--- config.mk ---
export PLATFORM = sky130hd
export DESIGN_NAME = circle_pixel_engine
export DESIGN_NICKNAME = d
export VERILOG_FILES = /design/src/rtl/draw_pkg.sv /design/src/rtl/circle_octant_point.sv /design/src/rtl/circle_pixel_engine.sv
export SDC_FILE = /design/constraint.sdc
export NUM_CORES = 1
export LEC_CHECK = 0
export CORE_MARGIN = 1.5
export CORE_UTILIZATION = 55
export CTS_BUF_LIST = sky130_fd_sc_hd__clkbuf_4 sky130_fd_sc_hd__clkbuf_8
export DETAILED_ROUTE_END_ITERATION = 10
export GPL_ROUTABILITY_DRIVEN = 0
export PLACE_DENSITY = 0.82
export SYNTH_ARGS = -nofsm -noshare
export SYNTH_HDL_FRONTEND = slang
export SYNTH_SLANG_ARGS = --single-unit
export TNS_END_PERCENT = 5
--- constraint.sdc ---
create_clock -name CLOCK_50 -period 7.23 [get_ports CLOCK_50]
set_input_delay 1.0845 -clock CLOCK_50 [delete_from_list [all_inputs] [get_ports CLOCK_50]]
set_output_delay 1.0845 -clock CLOCK_50 [all_outputs]
set_load 0.02 [all_outputs]
--- src/rtl/draw_pkg.sv ---
// Shared screen geometry, colour codes and the circle engine state type
// for the pixel drawing blocks that feed the VGA adapter.
package draw_pkg;

  localparam int SCREEN_WIDTH  = 160;
  localparam int SCREEN_HEIGHT = 120;
  localparam int X_W           = 8;
  localparam int Y_W           = 7;
  localparam int R_W           = 7;
  // Decision variable needs two bits of headroom over the signed radius.
  localparam int C_W           = R_W + 3;

  localparam logic [2:0] BLACK  = 3'b000;
  localparam logic [2:0] BLUE   = 3'b001;
  localparam logic [2:0] GREEN  = 3'b010;
  localparam logic [2:0] YELLOW = 3'b110;
  localparam logic [2:0] RED    = 3'b100;
  localparam logic [2:0] WHITE  = 3'b111;

  typedef enum logic [1:0] {
    IDLE   = 2'd0,
    PLOT   = 2'd1,
    UPDATE = 2'd2,
    DONE   = 2'd3
  } state_e;

endpackage

--- src/rtl/circle_octant_point.sv ---
// Maps one octant index plus the current (ox, oy) offset onto a screen
// point and flags whether that point lies inside the visible area.
module circle_octant_point
  import draw_pkg::*;
(
  input  logic [2:0]       octant,
  input  logic [X_W-1:0]   cx,
  input  logic [Y_W-1:0]   cy,
  input  logic signed [R_W:0] ox,
  input  logic signed [R_W:0] oy,
  output logic [X_W-1:0]   px,
  output logic [Y_W-1:0]   py,
  output logic             on_screen
);

  localparam int XS_W = X_W + 2;
  localparam int YS_W = Y_W + 2;
  localparam logic signed [XS_W-1:0] X_LIM = XS_W'(SCREEN_WIDTH);
  localparam logic signed [YS_W-1:0] Y_LIM = YS_W'(SCREEN_HEIGHT);

  logic signed [XS_W-1:0] cx_s, ox_x, oy_x, dx, px_s;
  logic signed [YS_W-1:0] cy_s, ox_y, oy_y, dy, py_s;

  assign cx_s = {2'b00, cx};
  assign cy_s = {2'b00, cy};
  assign ox_x = {{(XS_W-R_W-1){ox[R_W]}}, ox};
  assign oy_x = {{(XS_W-R_W-1){oy[R_W]}}, oy};
  assign ox_y = {{(YS_W-R_W-1){ox[R_W]}}, ox};
  assign oy_y = {{(YS_W-R_W-1){oy[R_W]}}, oy};

  // Octant bit 0 swaps the offsets, bit 1 mirrors x, bit 2 mirrors y.
  always_comb begin
    dx   = octant[0] ? oy_x : ox_x;
    dy   = octant[0] ? ox_y : oy_y;
    px_s = octant[1] ? (cx_s - dx) : (cx_s + dx);
    py_s = octant[2] ? (cy_s - dy) : (cy_s + dy);
  end

  assign on_screen = !px_s[XS_W-1] && (px_s < X_LIM) &&
                     !py_s[YS_W-1] && (py_s < Y_LIM);
  assign px = px_s[X_W-1:0];
  assign py = py_s[Y_W-1:0];

endmodule

--- src/rtl/circle_pixel_engine.sv ---
// Midpoint circle rasteriser: one command in, a clipped stream of pixel
// writes out, finished with a single-cycle done pulse.
module circle_pixel_engine
  import draw_pkg::*;
(
  input  logic           CLOCK_50,
  input  logic           reset,
  input  logic           start,
  input  logic [X_W-1:0] centre_x,
  input  logic [Y_W-1:0] centre_y,
  input  logic [R_W-1:0] radius,
  input  logic [2:0]     colour_in,
  input  logic           ready,
  output logic [X_W-1:0] x,
  output logic [Y_W-1:0] y,
  output logic [2:0]     colour,
  output logic           plot,
  output logic           busy,
  output logic           done
);

  localparam logic signed [R_W:0]   ONE_R  = (R_W+1)'(1);
  localparam logic signed [C_W-1:0] C_ZERO = '0;
  localparam logic signed [C_W-1:0] C_ONE  = C_W'(1);

  state_e                state_q, state_d;
  logic [2:0]            octant_q, octant_d;
  logic [X_W-1:0]        cx_q, cx_d;
  logic [Y_W-1:0]        cy_q, cy_d;
  logic [2:0]            col_q, col_d;
  logic signed [R_W:0]   ox_q, ox_d, oy_q, oy_d;
  logic signed [C_W-1:0] crit_q, crit_d;

  logic [X_W-1:0]        px;
  logic [Y_W-1:0]        py;
  logic                  on_screen;
  logic                  advance;
  logic                  crit_le0;
  logic signed [R_W:0]   oy_inc, ox_dec, ox_upd;
  logic signed [C_W-1:0] oy_e, ox_e, crit_upd;

  circle_octant_point u_point (
    .octant    (octant_q),
    .cx        (cx_q),
    .cy        (cy_q),
    .ox        (ox_q),
    .oy        (oy_q),
    .px        (px),
    .py        (py),
    .on_screen (on_screen)
  );

  // Midpoint step: both branches use the already-updated oy and ox.
  always_comb begin
    oy_inc   = oy_q + ONE_R;
    ox_dec   = ox_q - ONE_R;
    crit_le0 = (crit_q <= C_ZERO);
    ox_upd   = crit_le0 ? ox_q : ox_dec;
    oy_e     = {{(C_W-R_W-1){oy_inc[R_W]}}, oy_inc};
    ox_e     = {{(C_W-R_W-1){ox_upd[R_W]}}, ox_upd};
    crit_upd = crit_le0 ? (crit_q + (oy_e <<< 1) + C_ONE)
                        : (crit_q + ((oy_e - ox_e) <<< 1) + C_ONE);
  end

  // plot is the valid flag: a pixel transfers on any cycle with
  // plot && ready, and x/y/colour stay frozen while plot && !ready.
  always_comb begin
    state_d  = state_q;
    octant_d = octant_q;
    cx_d     = cx_q;
    cy_d     = cy_q;
    col_d    = col_q;
    ox_d     = ox_q;
    oy_d     = oy_q;
    crit_d   = crit_q;
    plot     = 1'b0;
    busy     = 1'b0;
    done     = 1'b0;
    x        = '0;
    y        = '0;
    colour   = '0;
    advance  = 1'b0;
    case (state_q)
      IDLE: begin
        if (start) begin
          cx_d     = centre_x;
          cy_d     = centre_y;
          col_d    = colour_in;
          ox_d     = {1'b0, radius};
          oy_d     = '0;
          crit_d   = C_ONE - $signed({3'b000, radius});
          octant_d = 3'd0;
          state_d  = PLOT;
        end
      end
      PLOT: begin
        busy = 1'b1;
        if (on_screen) begin
          plot    = 1'b1;
          x       = px;
          y       = py;
          colour  = col_q;
          advance = ready;
        end else begin
          advance = 1'b1;
        end
        if (advance) begin
          if (octant_q == 3'd7) begin
            state_d = UPDATE;
          end else begin
            octant_d = octant_q + 3'd1;
          end
        end
      end
      UPDATE: begin
        busy     = 1'b1;
        oy_d     = oy_inc;
        ox_d     = ox_upd;
        crit_d   = crit_upd;
        octant_d = 3'd0;
        state_d  = (oy_inc <= ox_upd) ? PLOT : DONE;
      end
      DONE: begin
        done    = 1'b1;
        state_d = IDLE;
      end
      default: state_d = IDLE;
    endcase
  end

  always_ff @(posedge CLOCK_50) begin
    if (reset) begin
      state_q  <= IDLE;
      octant_q <= '0;
      cx_q     <= '0;
      cy_q     <= '0;
      col_q    <= '0;
      ox_q     <= '0;
      oy_q     <= '0;
      crit_q   <= '0;
    end else begin
      state_q  <= state_d;
      octant_q <= octant_d;
      cx_q     <= cx_d;
      cy_q     <= cy_d;
      col_q    <= col_d;
      ox_q     <= ox_d;
      oy_q     <= oy_d;
      crit_q   <= crit_d;
    end
  end

endmodule

==> flow_summary.toml <==
[outcome]
status = "finished with violations"
violations = "DRC"

[worst_setup_path]
crit_fanout = 20
slowest_stage = "dfxtp_1"
cp.required_ps = 6150
reg2regPathDepth = 16
rr_endpoint = "state_q[0]"
path_class = "reg2out"
r2r_setup_slack_ps = 2750
crit_chain = "nand2_1 > o21a_1 > ha_1 > nor2_1 > a21oi_1 > inv_1 > ha_1 > nor2b_1 > o31a_1 > o31ai_1 > a21oi_1 > o21a_1 > and3_1 > or4_1 > a211oi_1 > clkdlybuf4s50_1"
start_kind = "flip-flop"
r2r-start = "octant_q[0]"
critPathCaptureType = "primary output"
worstPathArrival_ps = 5610
max_stage_delay_ps = 860

[timing]
fin_crit_ps = 6696
rsz0062_at_grt = "false"
maxSlewViolCount = 0
setup_viol = 0
relSlewSlack_pct = 20.81
hold_viol = 0
fmax_ghz = 0.1493
finalCritPeriodShare_pct = 92.62
skew_ps = 15.38
tightest_slew_ps = 1180
tns_ps = 0

[routing]
dr.pass1.iters = 11
drtIter0Drc = 273
route.final.wire_length_mm = 13.08
wl_per_cell_um = 16.55
route.detailed.drc = 7
drtAntennaViolNets = 0
vias = 4836
via_per_inst = 6.122

[cells_and_area]
nets = 765
area_growth_pct = 11.86
seq_area_um2 = 980.9
multi_input_area_mm2 = 0.003776
stdcell_area_mm2 = 0.005654
num_antenna_cells = 0
drive_gt1_share_pct = 5.132
nFillCells = 787

[global_route]
grt_max_degree = 55
grt_usage_pct = 27.12
grt.busiest_layer = "met2"
grt.overflow.total = 0
grt_pass1_vias = 4616
gr-usage-met3_pct = 3.688
gr-usage-met1_pct = 34.19
grtUsageMet2_pct = 47.90
grt_antenna_before_repair = 0
grt_pass1_wl_mm = 21.78

[synth]
ys_seq_area_share_pct = 19.41
synth_edf_count = 0
syn_nets = 744
synth_flop_cell = "dfxtp_1"
yosysUniqueCellTypes = 72
netlist_instances = 660
async_flop_share_pct = 0
syn_area_per_cell_um2 = 7.659
synth.cell_area_mm2 = 0.005055
yosysTopAreaCell = "dfxtp_1"
synth_seq_cells = 49
synth_area_leaders = "dfxtp_1 19%, ha_1 12%, a21oi_1 5.1%"
synth.top_cell.area_share_pct = 19.41
ys_warn_count = 0

[clocking]
clock_path_buffers = 2
numCtsBuffers = 5
cts_tree = "done"
post_cts_resize_count = 0
clk_latency_ps = 320
postCtsHoldBufs = 0
cts.sinks = 49
cts-root-buf = "clkbuf_8"
postCtsSetupRepairBufs = 0
htree_num_levels = 2
cts.clk_slew.worst_paths_ps = 110

[floorplanning]
die_h_um = 98.87
row_count = 34
initial_core_util_pct = 57.40
die_x_um = 98.87
ios = 50
dieArea_mm2 = 0.009774
core_area_mm2 = 0.008806

[hold_path]
hold_start = "col_q[0]"
min-delay-path-class = "reg2reg"
hold-path-endpoint = "col_q[0]"
hold_depth = 2

[placement]
portBuffers = 49
place_hpwl_mm = 9.838
placed_cell_area_mm2 = 0.005520

[job]
cap_viol_max_count = 0
## stage by stage
step                hold slack [ps]  instances  setup slack (ps)  util, %
finish                        458.0        790             533.8    64.21
global placement              438.1        782              1153    62.69
detailed placement            444.4        782             961.2    62.69
floorplan                     431.7        660              1298        -
CTS                           459.4        790             595.5    64.21
global route                  477.5        790             196.6    64.21
## routing by layer
layer	wire length (um)	vias up
li1	-	2386
met1	5740	2243
met2	6239	175
met3	757	32
met4	338	0
met5	0	-
## sequential cells by signal, summed over array words and instances (netlist names)
name,flops
col_q,3
crit_q,10
cx_q,8
cy_q,7
octant_q,3
ox_q,8
oy_q,8
state_q,2
## critical path, delay by kind of cell, from the launching register on
kind                     cells  cell delay, ps
flip-flops                   1             860
buffers and inverters        2             720
adder cells (fa/ha/maj)      2             540
AO/OA/AOI/OAI                7            1820
AND/OR/NAND/NOR              5            1340
## Yosys cell counts, types with 7 or more instances
library cell / n
mux2i_1: 15
a21o_1: 12
clkbuf_1: 21
inv_1: 32
a211oi_1: 10
xor2_1: 25
ha_1: 50
nand2_1: 68
a22oi_1: 7
xnor2_1: 26
dfxtp_1: 49
o21a_1: 12
nand3_1: 12
nand2b_1: 14
nor2b_1: 17
nor3_1: 21
nor2_1: 61
a21oi_1: 52
o21ai_0: 34
## logic make-up (layout without fill, tap and decap cells)
logic type      after synthesis  in the layout  share of synthesized area [%]
simple gates                230            230                          22.25
compound gates              181            181                          23.81
buf+inv                      71             93                          6.015
fa+ha+maj                    55             55                          14.36
xor+xnor                     51             51                          8.837
flops                        49             49                          19.41
mux                          23             23                          5.321
## layout make-up
cell class                 instances  area share [%]
tap                              108           2.390
clock buffer                       5           1.217
timing repair buffer              51           8.852
inverter                          34           2.257
multi-input combinational        540           66.78
sequential                        49           17.35
clock inverter                     3           1.151
## worst max path at each step
stage                      from    to  slack (ps)
CTS                 octant_q[0]  x[3]         600
floorplan           octant_q[0]  x[3]        1300
finish              octant_q[0]  x[3]         530
global route        octant_q[0]  x[3]         200
global placement    octant_q[0]  y[2]        1150
detailed placement  octant_q[0]  x[3]         960
## placed cells by master (no fill, tap or decap), types with 17 or more instances in the layout
master | netlist | final
nor2b_1 | 17 | 17
nor2_1 | 61 | 61
a21oi_1 | 52 | 52
o21ai_0 | 34 | 34
nand2_1 | 68 | 68
ha_1 | 50 | 50
clkdlybuf4s50_1 | 0 | 48
xor2_1 | 25 | 25
nor3_1 | 21 | 21
dfxtp_1 | 49 | 49
inv_1 | 32 | 32
xnor2_1 | 26 | 26
Power is left out: the tool's default activity adds up to more than one toggle a clock period on the data nets, which glitch-free logic cannot reach.
